[config.mk]
export PLATFORM = sky130hd
export DESIGN_NAME = ceyloniac_alu_sched
export DESIGN_NICKNAME = d
export VERILOG_FILES = /design/src/rtl/ceyloniac_alu_pkg.sv /design/src/rtl/ceyloniac_alu.sv /design/src/rtl/ceyloniac_alu_sched.sv
export SDC_FILE = /design/constraint.sdc
export NUM_CORES = 1
export LEC_CHECK = 0
export BUFFER_PORTS_ARGS = -buffer_cell sky130_fd_sc_hd__buf_4
export CAP_MARGIN = 40
export CORE_MARGIN = 1.5
export CORE_UTILIZATION = 52
export DETAILED_ROUTE_END_ITERATION = 8
export HOLD_SLACK_MARGIN = 0.05
export PLACE_DENSITY = 0.73
export SLEW_MARGIN = 10
export SYNTH_ARGS = -nofsm -noshare
export SYNTH_HDL_FRONTEND = slang
export SYNTH_SLANG_ARGS = --single-unit
export TNS_END_PERCENT = 100
[constraint.sdc]
create_clock -name clk -period 10.38 [get_ports clk]
set_input_delay 1.557 -clock clk [delete_from_list [all_inputs] [get_ports clk]]
set_output_delay 1.557 -clock clk [all_outputs]
set_load 0.01 [all_outputs]
[src/rtl/ceyloniac_alu_pkg.sv]
// Shared opcodes, FSM encoding and default widths for the two-requester ALU scheduler.
// Multiply support is gated by CEYLONIAC_ALU_SCHED_MUL_EN in the files that import this package.
package ceyloniac_alu_pkg;

    localparam int unsigned DefDataWidth = 32;
    localparam int unsigned DefOpWidth   = 4;
    localparam int unsigned DefMulCycles = 4;

    localparam logic [3:0] OP_ADD  = 4'b0000;
    localparam logic [3:0] OP_SUB  = 4'b0001;
    localparam logic [3:0] OP_MUL  = 4'b0010;
    localparam logic [3:0] OP_AND  = 4'b0011;
    localparam logic [3:0] OP_OR   = 4'b0100;
    localparam logic [3:0] OP_XOR  = 4'b0101;
    localparam logic [3:0] OP_SLL  = 4'b0110;
    localparam logic [3:0] OP_SRL  = 4'b0111;
    localparam logic [3:0] OP_SRA  = 4'b1000;
    localparam logic [3:0] OP_SLT  = 4'b1001;
    localparam logic [3:0] OP_SLTU = 4'b1010;
    localparam logic [3:0] OP_PASS = 4'b1011;
    localparam logic [3:0] OP_RSVD = 4'b1110;

    typedef enum logic [1:0] {
        StIdle,
        StExec,
        StWaitMul,
        StResp
    } state_e;

endpackage

[src/rtl/ceyloniac_alu.sv]
// Combinational ALU; results truncated to the data width. Multiply only when
// CEYLONIAC_ALU_SCHED_MUL_EN is defined, otherwise opcode OP_MUL reports an error.
module ceyloniac_alu
    import ceyloniac_alu_pkg::*;
#(
    parameter int unsigned ALU_DATA_WIDTH = DefDataWidth,
    parameter int unsigned ALU_OP_WIDTH   = DefOpWidth
) (
    input  logic [ALU_DATA_WIDTH-1:0] a_i,
    input  logic [ALU_DATA_WIDTH-1:0] b_i,
    input  logic [ALU_OP_WIDTH-1:0]   op_i,
    output logic [ALU_DATA_WIDTH-1:0] result_o,
    output logic                      err_o,
    output logic [3:0]                alu_status_o
);

    localparam int unsigned ShW = $clog2(ALU_DATA_WIDTH);

    logic [ShW-1:0]          shamt;
    logic [ALU_DATA_WIDTH:0] sum_ext;

    assign shamt   = b_i[ShW-1:0];
    assign sum_ext = {1'b0, a_i} + {1'b0, b_i};

    always_comb begin
        result_o = '0;
        err_o    = 1'b0;
        case (op_i)
            ALU_OP_WIDTH'(OP_ADD):  result_o = sum_ext[ALU_DATA_WIDTH-1:0];
            ALU_OP_WIDTH'(OP_SUB):  result_o = a_i - b_i;
            ALU_OP_WIDTH'(OP_AND):  result_o = a_i & b_i;
            ALU_OP_WIDTH'(OP_OR):   result_o = a_i | b_i;
            ALU_OP_WIDTH'(OP_XOR):  result_o = a_i ^ b_i;
            ALU_OP_WIDTH'(OP_SLL):  result_o = a_i << shamt;
            ALU_OP_WIDTH'(OP_SRL):  result_o = a_i >> shamt;
            ALU_OP_WIDTH'(OP_SRA):  result_o = $unsigned($signed(a_i) >>> shamt);
            ALU_OP_WIDTH'(OP_SLT):  result_o = ALU_DATA_WIDTH'($signed(a_i) < $signed(b_i));
            ALU_OP_WIDTH'(OP_SLTU): result_o = ALU_DATA_WIDTH'(a_i < b_i);
            ALU_OP_WIDTH'(OP_PASS): result_o = a_i;
`ifdef CEYLONIAC_ALU_SCHED_MUL_EN
            ALU_OP_WIDTH'(OP_MUL):  result_o = a_i * b_i;
`else
            ALU_OP_WIDTH'(OP_MUL):  err_o = 1'b1;
`endif
            ALU_OP_WIDTH'(OP_RSVD): err_o = 1'b1;
            default:                err_o = 1'b1;
        endcase
    end

    // {zero, negative, add carry-out, error}
    assign alu_status_o = {result_o == '0, result_o[ALU_DATA_WIDTH-1], sum_ext[ALU_DATA_WIDTH],
                           err_o};

endmodule

[src/rtl/ceyloniac_alu_sched.sv]
// Two-requester round-robin front end around a single shared ALU, one operation in flight.
// Define CEYLONIAC_ALU_SCHED_MUL_EN to enable the multi-cycle multiply path (WAIT_MUL state).
module ceyloniac_alu_sched
    import ceyloniac_alu_pkg::*;
#(
    parameter int unsigned ALU_DATA_WIDTH = DefDataWidth,
    parameter int unsigned ALU_OP_WIDTH   = DefOpWidth,
    parameter int unsigned MUL_CYCLES     = DefMulCycles
) (
    input  logic                        clk,
    input  logic                        rst,
    input  logic [1:0]                  req_valid,
    output logic [1:0]                  req_ready,
    input  logic [2*ALU_DATA_WIDTH-1:0] req_a,
    input  logic [2*ALU_DATA_WIDTH-1:0] req_b,
    input  logic [2*ALU_OP_WIDTH-1:0]   req_op,
    output logic [1:0]                  rsp_valid,
    input  logic [1:0]                  rsp_ready,
    output logic [ALU_DATA_WIDTH-1:0]   rsp_data,
    output logic                        rsp_err,
    output logic                        busy
);

    state_e                    state_q, state_d;
    logic [ALU_DATA_WIDTH-1:0] a_q, b_q, rsp_data_q;
    logic [ALU_OP_WIDTH-1:0]   op_q;
    logic                      id_q, last_grant_q, rsp_err_q;
    logic                      grant_id, accept, rsp_hs, load_result;
    logic [ALU_DATA_WIDTH-1:0] alu_result;
    logic                      alu_err;
    logic [3:0]                alu_status_unused;

    // Both valid: favour whoever was not served last.
    always_comb begin
        if (req_valid == 2'b11) begin
            grant_id = ~last_grant_q;
        end else begin
            grant_id = req_valid[1];
        end
    end

    assign accept = (state_q == StIdle) && (|req_valid);
    assign rsp_hs = (state_q == StResp) && rsp_ready[id_q];

`ifdef CEYLONIAC_ALU_SCHED_MUL_EN
    localparam int unsigned CntW = (MUL_CYCLES > 1) ? $clog2(MUL_CYCLES) : 1;

    logic [CntW-1:0] cnt_q;
    logic            is_mul;

    assign is_mul      = (op_q == ALU_OP_WIDTH'(OP_MUL));
    assign load_result = ((state_q == StExec) && !is_mul) ||
                         ((state_q == StWaitMul) && (cnt_q == '0));

    always_ff @(posedge clk or posedge rst) begin
        if (rst) begin
            cnt_q <= '0;
        end else if ((state_q == StExec) && is_mul) begin
            cnt_q <= CntW'(MUL_CYCLES - 1);
        end else if ((state_q == StWaitMul) && (cnt_q != '0)) begin
            cnt_q <= cnt_q - 1'b1;
        end
    end
`else
    localparam int unsigned MulCyclesUnused = MUL_CYCLES;

    assign load_result = (state_q == StExec);
`endif

    always_ff @(posedge clk or posedge rst) begin
        if (rst) begin
            state_q <= StIdle;
        end else begin
            state_q <= state_d;
        end
    end

    always_comb begin
        state_d = state_q;
        case (state_q)
            StIdle: begin
                if (|req_valid) state_d = StExec;
            end
`ifdef CEYLONIAC_ALU_SCHED_MUL_EN
            StExec:    state_d = is_mul ? StWaitMul : StResp;
            StWaitMul: begin
                if (cnt_q == '0) state_d = StResp;
            end
`else
            StExec:    state_d = StResp;
`endif
            StResp: begin
                if (rsp_ready[id_q]) state_d = StIdle;
            end
            default:   state_d = StIdle;
        endcase
    end

    always_comb begin
        req_ready = 2'b00;
        rsp_valid = 2'b00;
        // rst also masks the combinational grant so nothing is accepted during reset.
        if (accept && !rst) req_ready[grant_id] = 1'b1;
        if (state_q == StResp) rsp_valid[id_q] = 1'b1;
        busy     = (state_q != StIdle);
        rsp_data = rsp_data_q;
        rsp_err  = rsp_err_q;
    end

    always_ff @(posedge clk or posedge rst) begin
        if (rst) begin
            a_q          <= '0;
            b_q          <= '0;
            op_q         <= '0;
            id_q         <= 1'b0;
            last_grant_q <= 1'b1;
            rsp_data_q   <= '0;
            rsp_err_q    <= 1'b0;
        end else begin
            if (accept) begin
                a_q  <= grant_id ? req_a[2*ALU_DATA_WIDTH-1:ALU_DATA_WIDTH] :
                                   req_a[ALU_DATA_WIDTH-1:0];
                b_q  <= grant_id ? req_b[2*ALU_DATA_WIDTH-1:ALU_DATA_WIDTH] :
                                   req_b[ALU_DATA_WIDTH-1:0];
                op_q <= grant_id ? req_op[2*ALU_OP_WIDTH-1:ALU_OP_WIDTH] :
                                   req_op[ALU_OP_WIDTH-1:0];
                id_q <= grant_id;
            end
            if (load_result) begin
                rsp_data_q <= alu_result;
                rsp_err_q  <= alu_err;
            end
            if (rsp_hs) last_grant_q <= id_q;
        end
    end

    ceyloniac_alu #(
        .ALU_DATA_WIDTH (ALU_DATA_WIDTH),
        .ALU_OP_WIDTH   (ALU_OP_WIDTH)
    ) u_alu (
        .a_i          (a_q),
        .b_i          (b_q),
        .op_i         (op_q),
        .result_o     (alu_result),
        .err_o        (alu_err),
        .alu_status_o (alu_status_unused)
    );

endmodule

After elaboration in Yosys (flattened, before gate mapping)
Index checks and enable logic that the tools add are counted.
- bits in registers: 105
- input port bits: 142
- output and inout port bits: 38
- shifts and indexed selects: 3
- bitwise operators: 4
- add/subtract/negate cells: 2
- reduce and logical (&&, ||, !) cells: 12
- equal/unequal tests: 15
- multiplexer cells: 17
- $lt $le $gt $ge: 6
- operators with widths (operator ; count):
    one-hot mux 32 bit (11 select lines) ; 1
    less-than comparator 32 bit ; 2
    two-way mux 32 bit ; 2
    adder 32 bit ; 1
    bitwise AND 32 bit ; 1
    OR 32 bit ; 1
    left shift 32 x 5 -> 32 bit ; 1
    right shift 32 x 5 -> 32 bit ; 1
    >>> shifter 32 x 5 -> 32 bit ; 1
    subtractor 32 bit ; 1
    bitwise XOR 32 bit ; 1
    == test 4 x 3 -> 1 bit, second input constant ; 4
    == test 4 bit, second input constant ; 4
    OR reduction 11 bit ; 1
    two-way mux 2 bit ; 4
    two-way mux 1 bit ; 6
    one-hot mux 2 bit (3 select lines) ; 1
    logical AND 1 bit ; 5
    == test 2 bit, second input constant ; 2
    == test 4 x 1 -> 1 bit, second input constant ; 1
    == test 4 x 2 -> 1 bit, second input constant ; 1
    zero test 4 bit ; 1
    less-than comparator 1 x 2 -> 1 bit, second input constant ; 2
    two-way mux 4 bit ; 1
    other kinds (11) ; 13

Longest topological paths before layout
- word-level depth: 7
- mapped depth: 14
- gate-level depth less buffers: 12

By module
Synthesis repeated with hierarchy kept, for this count alone.
- cells, all modules: 2060
- area total of the unflattened synthesis: 15717.6 um^2
- by module, submodules not included (module ; cells an instance ; times used ; area each (um^2)):
    ceyloniac_alu ; 1585 ; 1 ; 10971.8
    ceyloniac_alu_sched ; 475 ; 1 ; 4745.8

Worst setup path before layout
Ideal clock, no wire load.
- kind: input port to output port
- start: in rst
- end: out req_ready[1]
- arrival time: 4215 ps
- path slack: 4608 ps
- required time: 8823 ps
- stages: 2
- path buffers: 0
- cell sequence: inv_1 > and3_1
- word-level cells in the longest chain between the ends: 3
- ends and longest elaborated chain (what ; line ; RTL):
    start, declared ; ceyloniac_alu_sched.sv:11 ; input logic rst,
    zero test 1 bit (no line) ; -- ;
    logical AND 1 bit ; ceyloniac_alu_sched.sv:103 ; if (accept && !rst) req_ready[grant_id] = 1'b1;
    two-way mux 2 bit ; ceyloniac_alu_sched.sv:103 ;
    end, declared ; ceyloniac_alu_sched.sv:13 ; output logic [1:0] req_ready,
Every way passes these cells.

Worst setup path in the final report
- start: reg b_q[3]
- end: reg rsp_data_q[0] (netlist: rsp_data[0])
- word-level cells in the longest chain between the ends: 2
- ends and longest elaborated chain (what ; line ; RTL):
    start, declared ; ceyloniac_alu_sched.sv:25 ; logic [ALU_DATA_WIDTH-1:0] a_q, b_q, rsp_data_q;
    start signal, assigned ; ceyloniac_alu_sched.sv:123 ; b_q <= grant_id ? req_b[2*ALU_DATA_WIDTH-1:ALU_DATA_WIDTH] :
    less-than comparator 32 bit (tied with other cells) ; ceyloniac_alu.sv:38 ; ALU_OP_WIDTH'(OP_SLTU): result_o = ALU_DATA_WIDTH'(a_i < b_i);
    one-hot mux 32 bit (11 select lines) * ; ceyloniac_alu.sv:28 ; case (op_i)
    end signal, assigned ; ceyloniac_alu_sched.sv:130 ; rsp_data_q <= alu_result;
    end, declared ; ceyloniac_alu_sched.sv:25 ;
Mark *: on every way between the ends. The rest lies on a longest branch, timed or not.
A chain may end at the register's enable or synchronous reset.

==> run_results.csv <==
group,metric,value,unit
status,status,"finished, final reports clean",
layout,most-common-layout-cells,"209 x buf_4, 189 x nand2_1, 182 x nor2_1, 165 x o21ai_0, 140 x a21oi_1",
synth,synth_area_per_cell,7.79,sq um
floorplan,io_pins,180,
synth,synth_top_area_share,19.1,%
setup_path,crit_fanout,75,
synth,yosys.cell_types.count,86,
floorplan,die_area,27100,sq um
min_path,worstHoldPathCells,2,
placement,dpl.cell_count,2131,
route,first_pass_iters,6,
timing,slew_headroom,36.4,%
clock_tree,ctsResizeCount,0,
timing,finalMaxSlewViolations,0,
synth,synthFlopType,"dfrtp_1",
power,power,0.00591,W
setup_path,ff2ff_setup_slack,5.83,ns
global_route,grt_usage,40.5,%
global_route,antenna_found_initial,1,
route,drt-total-wl,55.2,mm
synth,synth_area_leaders,"dfrtp_1 19%, ha_1 9.1%, mux4_2 8.9%",
synth,synth_warnings,0,
setup_path,r2r-start,"b_q[3]",
synth,synthArstFlopShare,100,%
timing,fin_hold_ws,0.478,ns
timing,grt_setup_unrepaired,"false",
synth,synth-seq-area-share,19.3,%
timing,finalSetupViolations,0,
min_path,hold_end,"rsp_data[3]",
placement,dp_hpwl,42.6,mm
layout,area_delta_synth_final,11.9,%
placement,port_buffers,179,
setup_path,crit_chain,"buf_4 -> clkinv_1 -> buf_4 -> ha_1 -> nor4_1 -> a211oi_1 -> a21oi_2 -> o31ai_2 -> a221oi_2 -> a211oi_2 -> o31ai_1 -> a2111oi_1 -> a2bb2oi_1",
min_path,min_from,"rsp_data[3]",
global_route,grt_pass1_vias,13100,
route,drc_errors,0,
route,ant_nets,0,
setup_path,start_kind,"flop",
clock_tree,cts-root-buf,"clkbuf_16",
setup_path,cp_num_buf_inv,3,
floorplan,die_h,165,um
setup_path,crit_top_cell,"buf_4",
synth,synth_compound_area_share,27.8,%
layout,fin_cells,2147,
global_route,globalRouteOverflowTotal,0,
timing,hold_viol_final,0,
setup_path,path_delay_family,"compound AO/OA/AOI/OAI gates",
timing,fmax,220,MHz
synth,netlist_area,13600,sq um
clock_tree,clk_path_buf_depth,2,
layout,antenna_cells,0,
placement,gp_congestion,1.05,
layout,final_common_cell,"buf_4",
synth,synth_largest_area_cell,"dfrtp_1",
job,max_cap_violations,0,
route,wl_per_cell,25.7,um
clock_tree,hold_buffers,0,
floorplan,fp.coreArea,25800,sq um
min_path,hp-class,"flop to flop",
setup_path,r2r-end,"rsp_data[0]",
layout,drive_gt1_share,18.1,%
synth,syn_inst,1747,
setup_path,cp_slowest_cell,"buf_4",
timing,final.setup.tns,0,ns
timing,finalCriticalPeriod,4.55,ns
synth,synthAdderAreaFrac,9.40,%
power,max-vdd-ir-drop,0.000193,V
setup_path,crit_path_end_kind,"flop",
floorplan,initial_core_util,52.7,%
setup_path,required,10.62,ns
power,p_per_area,388,nW/um^2
global_route,grt_max_degree,76,
synth,synth_edf_count,0,
power,p_leak,6.68,nW
setup_path,cp_slowest_stage_delay,0.58,ns
clock_tree,insertion_delay,0.37,ns
route,num_vias,14500,
synth,yosys_register_bits,105,
route,drtIter0Drc,2137,
clock_tree,cts_tree,"done",
layout,fin_nets,2050,
synth,synthMuxAreaShare,18.3,%
clock_tree,path_clk_slew,0.08,ns
timing,finalCritPeriodShare,43.8,%
clock_tree,clock-sinks,105,
synth,yosys.area_share.simple,16.6,%
synth,synth_xor_area_share,0.579,%
setup_path,crit_arrival,4.79,ns
timing,worst_pin_slew,0.944,ns
floorplan,rows,59,
setup_path,critical_path_class,"flop to flop",
synth,synth_top_family_by_area,"compound AO/OA/AOI/OAI gates",
clock_tree,cts_buffers,9,
timing,skew,0.00873,ns
clock_tree,cts_setup_buffers,0,
setup_path,r2r_cells,13,
route,avgViaCountPerCell,6.77,
global_route,grt_first_pass_wirelength,81.2,mm
synth,synth_nets,1990,
floorplan,die_w,165,um
clock_tree,cts_max_level,3,
[logic make-up (layout without fill, tap and decap cells)]
group                      Yosys count  count (layout)
muxes                              170             170
DFF                                105             105
AOI/OAI and AO/OA                  585             585
buffers and inverters              260             325
and+or+nand+nor                    517             517
adders and majority gates          101             101
xor gates and xnor gates             9               9
[synthesized netlist by cell type (all sizes together) (8+ instances only)]
cell type,count
a22oi,23
clkbuf,114
a211oi,25
a21o,16
a22o,8
nand2b,14
nand2,189
o22ai,18
nor4,9
and3,10
a31oi,14
a2111oi,10
a221oi,28
o21bai,14
buf,48
ha,99
o311ai,8
xnor2,9
mux2i,100
o21ai,171
mux4,59
mux2,11
inv,97
o2111ai,8
a221o,8
dfrtp,104
nand3,22
a21oi,142
o31ai,15
and2,9
nor3,37
nor2,185
o221ai,10
nand4,9
o211ai,18
[worst max-delay path by stage]
stage            from            to  slack (ns)  cells past startpoint
6_report       b_q[3]   rsp_data[0]        5.83                     13
5_1_grt        b_q[3]  rsp_data[26]        5.60                     13
4_1_cts        b_q[3]   rsp_data[0]        6.01                     13
3_5_place_dp   b_q[3]   rsp_data[0]        6.06                     13
3_3_place_gp   b_q[2]  rsp_data[27]        5.91                     12
2_1_floorplan     rst  req_ready[1]        4.61                      2
[registers in the layout (all words and copies together), names as in the netlist]
signal / flops
a_q: 32
b_q: 32
rsp_err: 1
state_q: 2
op_q: 4
last_grant_q: 1
rsp_data: 32
id_q: 1
[metrics by stage]
step                utilization [%]  area [sq um]  setup WS (ns)
global placement               57.8         14900           5.91
detailed placement             57.8         14900           6.06
finish                         58.9         15200           5.83
floorplan                         -         13600           4.61
CTS                            58.9         15200           6.01
global route                   58.9         15200           5.60
[final cells by class]
type / instances / area (sq um)
Fill cell: 2424 / 10600
Inverter: 98 / 370
Multi-Input combinational cell: 1382 / 9930
Tap cell: 335 / 419
Clock buffer: 10 / 229
Clock inverter: 6 / 58.8
Sequential cell: 105 / 2640
Timing Repair Buffer: 211 / 1590
[worst min-delay path, stage by stage (launching register included)]
cell	delay (ns)
dfrtp_1	0.35
nand2_1	0.05
nand2_1	0.05
[report_power, final]
part,switching [W],leakage [nW],internal (W)
Clock,0.000191,0.142,0.000169
Combinational,0.00287,5.21,0.00167
Sequential,0.000416,1.32,0.000591
Total,0.00348,6.68,0.00243
[routing by layer]
layer / part of all wire (%) / GRT usage, % / vias to the layer above
met2: 43 / 59.7 / 968
li1: - / - / 6532
met1: 41 / 56.3 / 6908
met5: 0 / 0 / -
met4: 4.0 / 15.4 / 0
met3: 12 / 11.0 / 117
Power figures use the tool's default switching activity.
